$ cat src/rtl/note_matcher_array_if.sv
// Per-lane note-time fetch handshake between the chart/metadata fetcher (master)
// and the note matcher (slave). Lane i's note time sits at [TIME_W*i +: TIME_W].
interface note_matcher_array_if #(
  parameter int N_LANES = 37,
  parameter int TIME_W  = 18
);
  logic [N_LANES*TIME_W-1:0] metadata_link;
  logic [N_LANES-1:0]        metadata_valid;
  logic [N_LANES-1:0]        metadata_request;

  modport master (
    output metadata_link,
    output metadata_valid,
    input  metadata_request
  );

  modport slave (
    input  metadata_link,
    input  metadata_valid,
    output metadata_request
  );
endinterface

$ cat src/rtl/note_matcher_array.sv
// Per-lane rhythm-game note matcher: fetches each lane's next note time, judges key
// presses against song_time and emits registered hit/miss/stray pulses.
module note_matcher_array #(
  parameter int N_LANES = 37,
  parameter int TIME_W  = 18,
  parameter int WINDOW  = 6
) (
  input  logic                          clk,
  input  logic                          reset_n,
  input  logic [TIME_W-1:0]             song_time,
  input  logic [N_LANES-1:0]            NDATA,
  note_matcher_array_if.slave           meta,
  output logic [N_LANES-1:0]            match_trigger,
  output logic [N_LANES*(TIME_W+1)-1:0] match_delta,
  output logic [N_LANES-1:0]            miss_trigger,
  output logic [N_LANES-1:0]            stray_trigger,
  output logic [N_LANES-1:0]            lane_done
);

  typedef enum logic [2:0] {
    S_IDLE,
    S_REQ,
    S_WAIT,
    S_ARMED,
    S_DONE
  } state_t;

  localparam logic [TIME_W:0]   WIN      = (TIME_W+1)'(WINDOW);
  localparam logic [TIME_W-1:0] SENTINEL = {TIME_W{1'b1}};

  logic [N_LANES-1:0] note_prev_q;
  logic [N_LANES-1:0] key_edge;

  // Resetting to all ones keeps a key held through reset from looking like a press.
  always_ff @(posedge clk or negedge reset_n) begin
    if (!reset_n) note_prev_q <= '1;
    else          note_prev_q <= NDATA;
  end

  assign key_edge = NDATA & ~note_prev_q;

  generate
    for (genvar gi = 0; gi < N_LANES; gi++) begin : g_lane
      state_t            state_q, state_d;
      logic [TIME_W-1:0] note_time_q, note_time_d;
      logic [TIME_W:0]   delta_q, delta_d;
      logic              hit_q, hit_d;
      logic              miss_q, miss_d;
      logic              stray_q, stray_d;
      logic [TIME_W-1:0] slice;
      logic [TIME_W:0]   delta;
      logic              late, early;

      assign slice = meta.metadata_link[TIME_W*gi +: TIME_W];
      assign delta = {1'b0, song_time} - {1'b0, note_time_q};
      assign late  = $signed(delta) > $signed(WIN);
      assign early = $signed(delta) < -$signed(WIN);

      always_comb begin
        state_d     = state_q;
        note_time_d = note_time_q;
        delta_d     = delta_q;
        hit_d       = 1'b0;
        miss_d      = 1'b0;
        stray_d     = 1'b0;
        case (state_q)
          S_IDLE: begin
            stray_d = key_edge[gi];
            state_d = S_REQ;
          end
          S_REQ: begin
            stray_d = key_edge[gi];
            state_d = S_WAIT;
          end
          S_WAIT: begin
            stray_d = key_edge[gi];
            if (meta.metadata_valid[gi]) begin
              note_time_d = slice;
              state_d     = (slice == SENTINEL) ? S_DONE : S_ARMED;
            end
          end
          S_ARMED: begin
            // A passed note is judged first, so a late press can only ever be stray.
            if (late) begin
              miss_d  = 1'b1;
              stray_d = key_edge[gi];
              state_d = S_REQ;
            end else if (key_edge[gi]) begin
              if (early) begin
                stray_d = 1'b1;
              end else begin
                hit_d   = 1'b1;
                delta_d = delta;
                state_d = S_REQ;
              end
            end
          end
          S_DONE: begin
            stray_d = key_edge[gi];
          end
          default: state_d = S_IDLE;
        endcase
      end

      always_ff @(posedge clk or negedge reset_n) begin
        if (!reset_n) begin
          state_q     <= S_IDLE;
          note_time_q <= '0;
          delta_q     <= '0;
          hit_q       <= 1'b0;
          miss_q      <= 1'b0;
          stray_q     <= 1'b0;
        end else begin
          state_q     <= state_d;
          note_time_q <= note_time_d;
          delta_q     <= delta_d;
          hit_q       <= hit_d;
          miss_q      <= miss_d;
          stray_q     <= stray_d;
        end
      end

      assign meta.metadata_request[gi]               = (state_q == S_REQ);
      assign lane_done[gi]                           = (state_q == S_DONE);
      assign match_trigger[gi]                       = hit_q;
      assign miss_trigger[gi]                        = miss_q;
      assign stray_trigger[gi]                       = stray_q;
      assign match_delta[(TIME_W+1)*gi +: TIME_W+1]  = delta_q;
    end
  endgenerate

endmodule
$ cat src/flat_wrapper.sv
// flat-port wrapper written by rule: the top's interface ports become plain ports
module note_matcher_array_flat 
#(
  parameter int N_LANES = 37,
  parameter int TIME_W  = 18,
  parameter int WINDOW  = 6
)
  (clk, reset_n, song_time, NDATA, match_trigger, match_delta, miss_trigger, stray_trigger, lane_done, meta_metadata_link, meta_metadata_valid, meta_metadata_request);
  note_matcher_array_if #(.N_LANES(N_LANES), .TIME_W(TIME_W)) meta_i ();
  input  logic clk;
  input  logic reset_n;
  input  logic [TIME_W-1:0] song_time;
  input  logic [N_LANES-1:0] NDATA;
  output logic [N_LANES-1:0] match_trigger;
  output logic [N_LANES*(TIME_W+1)-1:0] match_delta;
  output logic [N_LANES-1:0] miss_trigger;
  output logic [N_LANES-1:0] stray_trigger;
  output logic [N_LANES-1:0] lane_done;
  input wire logic [$bits(meta_i.metadata_link)-1:0] meta_metadata_link;
  input wire logic [$bits(meta_i.metadata_valid)-1:0] meta_metadata_valid;
  output wire logic [$bits(meta_i.metadata_request)-1:0] meta_metadata_request;
  assign meta_i.metadata_link = meta_metadata_link;
  assign meta_i.metadata_valid = meta_metadata_valid;
  assign meta_metadata_request = meta_i.metadata_request;
  note_matcher_array #(.N_LANES(N_LANES), .TIME_W(TIME_W), .WINDOW(WINDOW)) u_core (.clk(clk), .reset_n(reset_n), .song_time(song_time), .NDATA(NDATA), .meta(meta_i), .match_trigger(match_trigger), .match_delta(match_delta), .miss_trigger(miss_trigger), .stray_trigger(stray_trigger), .lane_done(lane_done));
endmodule
$ cat config.mk
export PLATFORM = sky130hd
export DESIGN_NAME = note_matcher_array_flat
export DESIGN_NICKNAME = d
export VERILOG_FILES = /design/src/rtl/note_matcher_array_if.sv /design/src/rtl/note_matcher_array.sv /design/src/flat_wrapper.sv
export SDC_FILE = /design/constraint.sdc
export NUM_CORES = 2
export LEC_CHECK = 0
export CORE_AREA = 2 2 644 646
export CTS_BUF_LIST = sky130_fd_sc_hd__clkbuf_2 sky130_fd_sc_hd__clkbuf_4 sky130_fd_sc_hd__clkbuf_8
export DETAILED_ROUTE_END_ITERATION = 8
export DIE_AREA = 0 0 646 648
export SLEW_MARGIN = 15
export SYNTH_ARGS = -nofsm -noshare
export SYNTH_HDL_FRONTEND = slang
export SYNTH_SLANG_ARGS = --single-unit
$ cat constraint.sdc
create_clock -name clk -period 12 [get_ports clk]
set_clock_uncertainty 0.1 [all_clocks]
set_input_delay 1.2 -clock clk [delete_from_list [all_inputs] [get_ports clk]]
set_output_delay 1.2 -clock clk [all_outputs]
set_load 0.01 [all_outputs]
==> results.toml <==
[run_status]
status = "finished, final reports clean"

[sta]
grt_setup_unrepaired = "false"
worst_slack_ps = 5750
tightest_slew_ps = 1240
drv_slew = 0
finalSetupViolations = 0
slew_headroom = 0.169
tns_ps = 0
min_period_ps = 6250
period_share = 0.521
hold_viol = 0
max_freq_mhz = 160

[global_routing]
grt_max_degree = 152
antenna_found_initial = 168
grt_overflow = 0
grt_usage = 0.200
grt_pass1_wl_mm = 629
grt_pass1_vias = 93600

[placement]
io_buffers = 1647
hpwl_mm = 341
place_congestion = 0.914
pre_cts_slack_ps = 4680

[clock_network]
cts.sinks = 1628
cts_buffers = 318
cts_htree_levels = 5
post_cts_resized = 0
clock_latency_ps = 1080
tritoncts = "yes"
cts_buffer_depth = 4
clkTransAtPathRegs_ps = 60
root_buffer = "clkbuf_8"

[final_layout]
nFillCells = 42700
layout-drive-gt1-share = 0.0880
areaGrowthSynthToFinish_pct = 27.8
nets = 15200
fin_util = 0.332

[die]
die_w_um = 646
core_area_mm2 = 0.412
die_h_um = 648
ios = 1648
design.die.area_mm2 = 0.419
num_rows = 236
initial_utilization = 0.260

[logic_synthesis]
synthTopCellsByArea = "dfrtp_1 (37%), ha_1 (7.8%), o21ai_0 (5.4%)"
syn_inst = 12200
netlist_area_mm2 = 0.107
netlist_top_cells_count = "dfrtp_1 (1591), nand2_1 (1179), o21ai_0 (1154)"
ys_seq_elements = 1628
async_flop_share = 1.00
avgSynthCellArea_um2 = 8.79
yosysWarnings = 0
synthDistinctLibCells = 112
yosysTopAreaCell = "dfrtp_1"
synth_edf_count = 0
mappedNetlistNets = 13600
synth_ff_type = "dfrtp_1"
synth_top_area_frac = 0.372
ys_seq_area_frac = 0.381
synth_most_common_cell = "dfrtp_1"

[drt]
vias = 99100
wl_met3_mm = 31.9
routedLengthMet1_mm = 185
routed_via_density = 5.06
drc = 0
finalWirelength_mm = 438
dr.first_iter.drc_count = 8010
dr.pass1.iters = 9
wire_per_inst_um = 22.4
final_antenna_net_count = 0
routed-wl-met2_mm = 203
maxUsedRoutingLayer = "met5"

[setup_path]
start_kind = "input port"
cpMaxStageDelayCell = "a211oi_2"
cp_cell_sequence = "clkdlybuf4s50_1 > inv_4 > buf_4 > ha_1 > inv_1 > fa_1 > a21o_1 > a2111oi_0 > nor2_1 > xnor2_1 > o2111a_1 > o2111ai_1 > nor4_1 > nand4_1 > a211oi_2 > a21oi_1"
cp.required_ps = 12750
slowest_delay_ps = 950
arrival_ps = 7000
critPathKind = "input port to flip-flop"
critPathCaptureType = "flip-flop"
crit_fanout = 16

[power]
powerDensity_mw_per_mm2 = 227
p_leak_nw = 61.3
finalPower_mw = 31.0
vdd_ir_drop_max_v = 0.0000991

[job]
cap_viol_max_count = 0

[min_path]
hold_path.class = "flip-flop to flip-flop"
cells by family (layout without fill, tap and decap cells):
family / Yosys count / after routing / share of synthesized area
simple gates: 3982 / 3982 / 0.194
compound gates: 3496 / 3496 / 0.211
buf+inv: 1635 / 3503 / 0.0619
flops: 1628 / 1628 / 0.381
fa+ha+maj: 703 / 703 / 0.0849
mux: 362 / 362 / 0.0374
xor+xnor: 360 / 360 / 0.0295
other cells: 0 / 89 / 0
sequential cells by signal (all words and copies together) (netlist names):
signal                     flops
u_core.g_lane.hit_q           37
u_core.g_lane.note_time_q    666
u_core.g_lane.state_q        111
u_core.note_prev_q            37
u_core.g_lane.miss_q          37
u_core.g_lane.stray_q         37
u_core.g_lane.delta_q        703
through the flow:
stage / instance area [um^2] / instances / hold WS (ps)
final: 137000 / 19600 / 373
after global routing: 137000 / 19600 / 319
after CTS: 136000 / 19500 / 254
after detailed placement: 129000 / 18900 / 364
after global placement: 129000 / 18900 / 358
after floorplan: 107000 / 12200 / 360
path summary, 6_finish.rpt:
check	start	endpoint	slack, ps	cells past startpoint
max	song_time[0]	u_core.g_lane[18].delta_q[14]	5750	16
min	u_core.g_lane[10].delta_q[18]	u_core.g_lane[10].delta_q[18]	370	1
max reg2reg	u_core.g_lane[34].note_time_q[0]	u_core.g_lane[34].delta_q[1]	6950	13
min reg2reg	u_core.g_lane[10].delta_q[18]	u_core.g_lane[10].delta_q[18]	370	1
max in group asynchronous	reset_n	u_core.g_lane[35].delta_q[10]	8470	5
min in group asynchronous	reset_n	u_core.g_lane[12].miss_q	670	2
worst max-delay path, delay by kind of cell:
kind                     cells  cell delay (ps)
AO/OA/AOI/OAI                6             2420
buffers and inverters        4             1380
AND/OR/NAND/NOR              3              910
adder cells (fa/ha/maj)      2              660
XOR/XNOR                     1              310
layout by cell type, fill, tap and decap left out, types with 263 or more instances in the layout:
master | netlist | routed
a21oi_1 | 652 | 651
clkdlybuf4s50_1 | 0 | 1629
nor3_1 | 327 | 311
mux2_2 | 263 | 263
o21ai_0 | 1154 | 1154
clkbuf_8 | 0 | 381
nand2_1 | 1179 | 1179
inv_1 | 1148 | 1146
a21o_1 | 425 | 425
dfrtp_1 | 1591 | 1591
ha_1 | 666 | 666
nand3_1 | 265 | 265
nand4_1 | 304 | 304
nor2_1 | 584 | 583
layout make-up:
cell class | instances | area [um^2] | area share
multi-input cells | 8903 | 59800 | 0.438
flip-flops and latches | 1628 | 40800 | 0.298
repair buffers | 1774 | 17600 | 0.128
well taps | 5474 | 6850 | 0.0501
clock buffers | 497 | 6110 | 0.0447
inverters | 1149 | 4320 | 0.0316
clock inverters | 83 | 997 | 0.00730
diodes | 89 | 223 | 0.00163
layer usage:
layer / track usage / vias to the layer above
met2: 0.323 / 3265
met4: 0.0859 / 58
met5: 0 / -
met1: 0.254 / 47900
met3: 0.0465 / 799
li1: - / 47100
where the power goes:
group / internal, mW / leakage [nW] / switching (mW)
clock: 3.65 / 3.76 / 2.75
combinational: 6.76 / 37.7 / 10.4
sequential: 6.80 / 19.8 / 0.567
total: 17.2 / 61.3 / 13.8
repair_timing:
action                                  4_1_cts  5_1_grt
hold buffers                                  1        0
endpoints found under the setup margin        0        0
endpoints found under the hold margin       102        0
setup buffers                                 0        0
No activity file was read; power rests on OpenSTA's default activity.
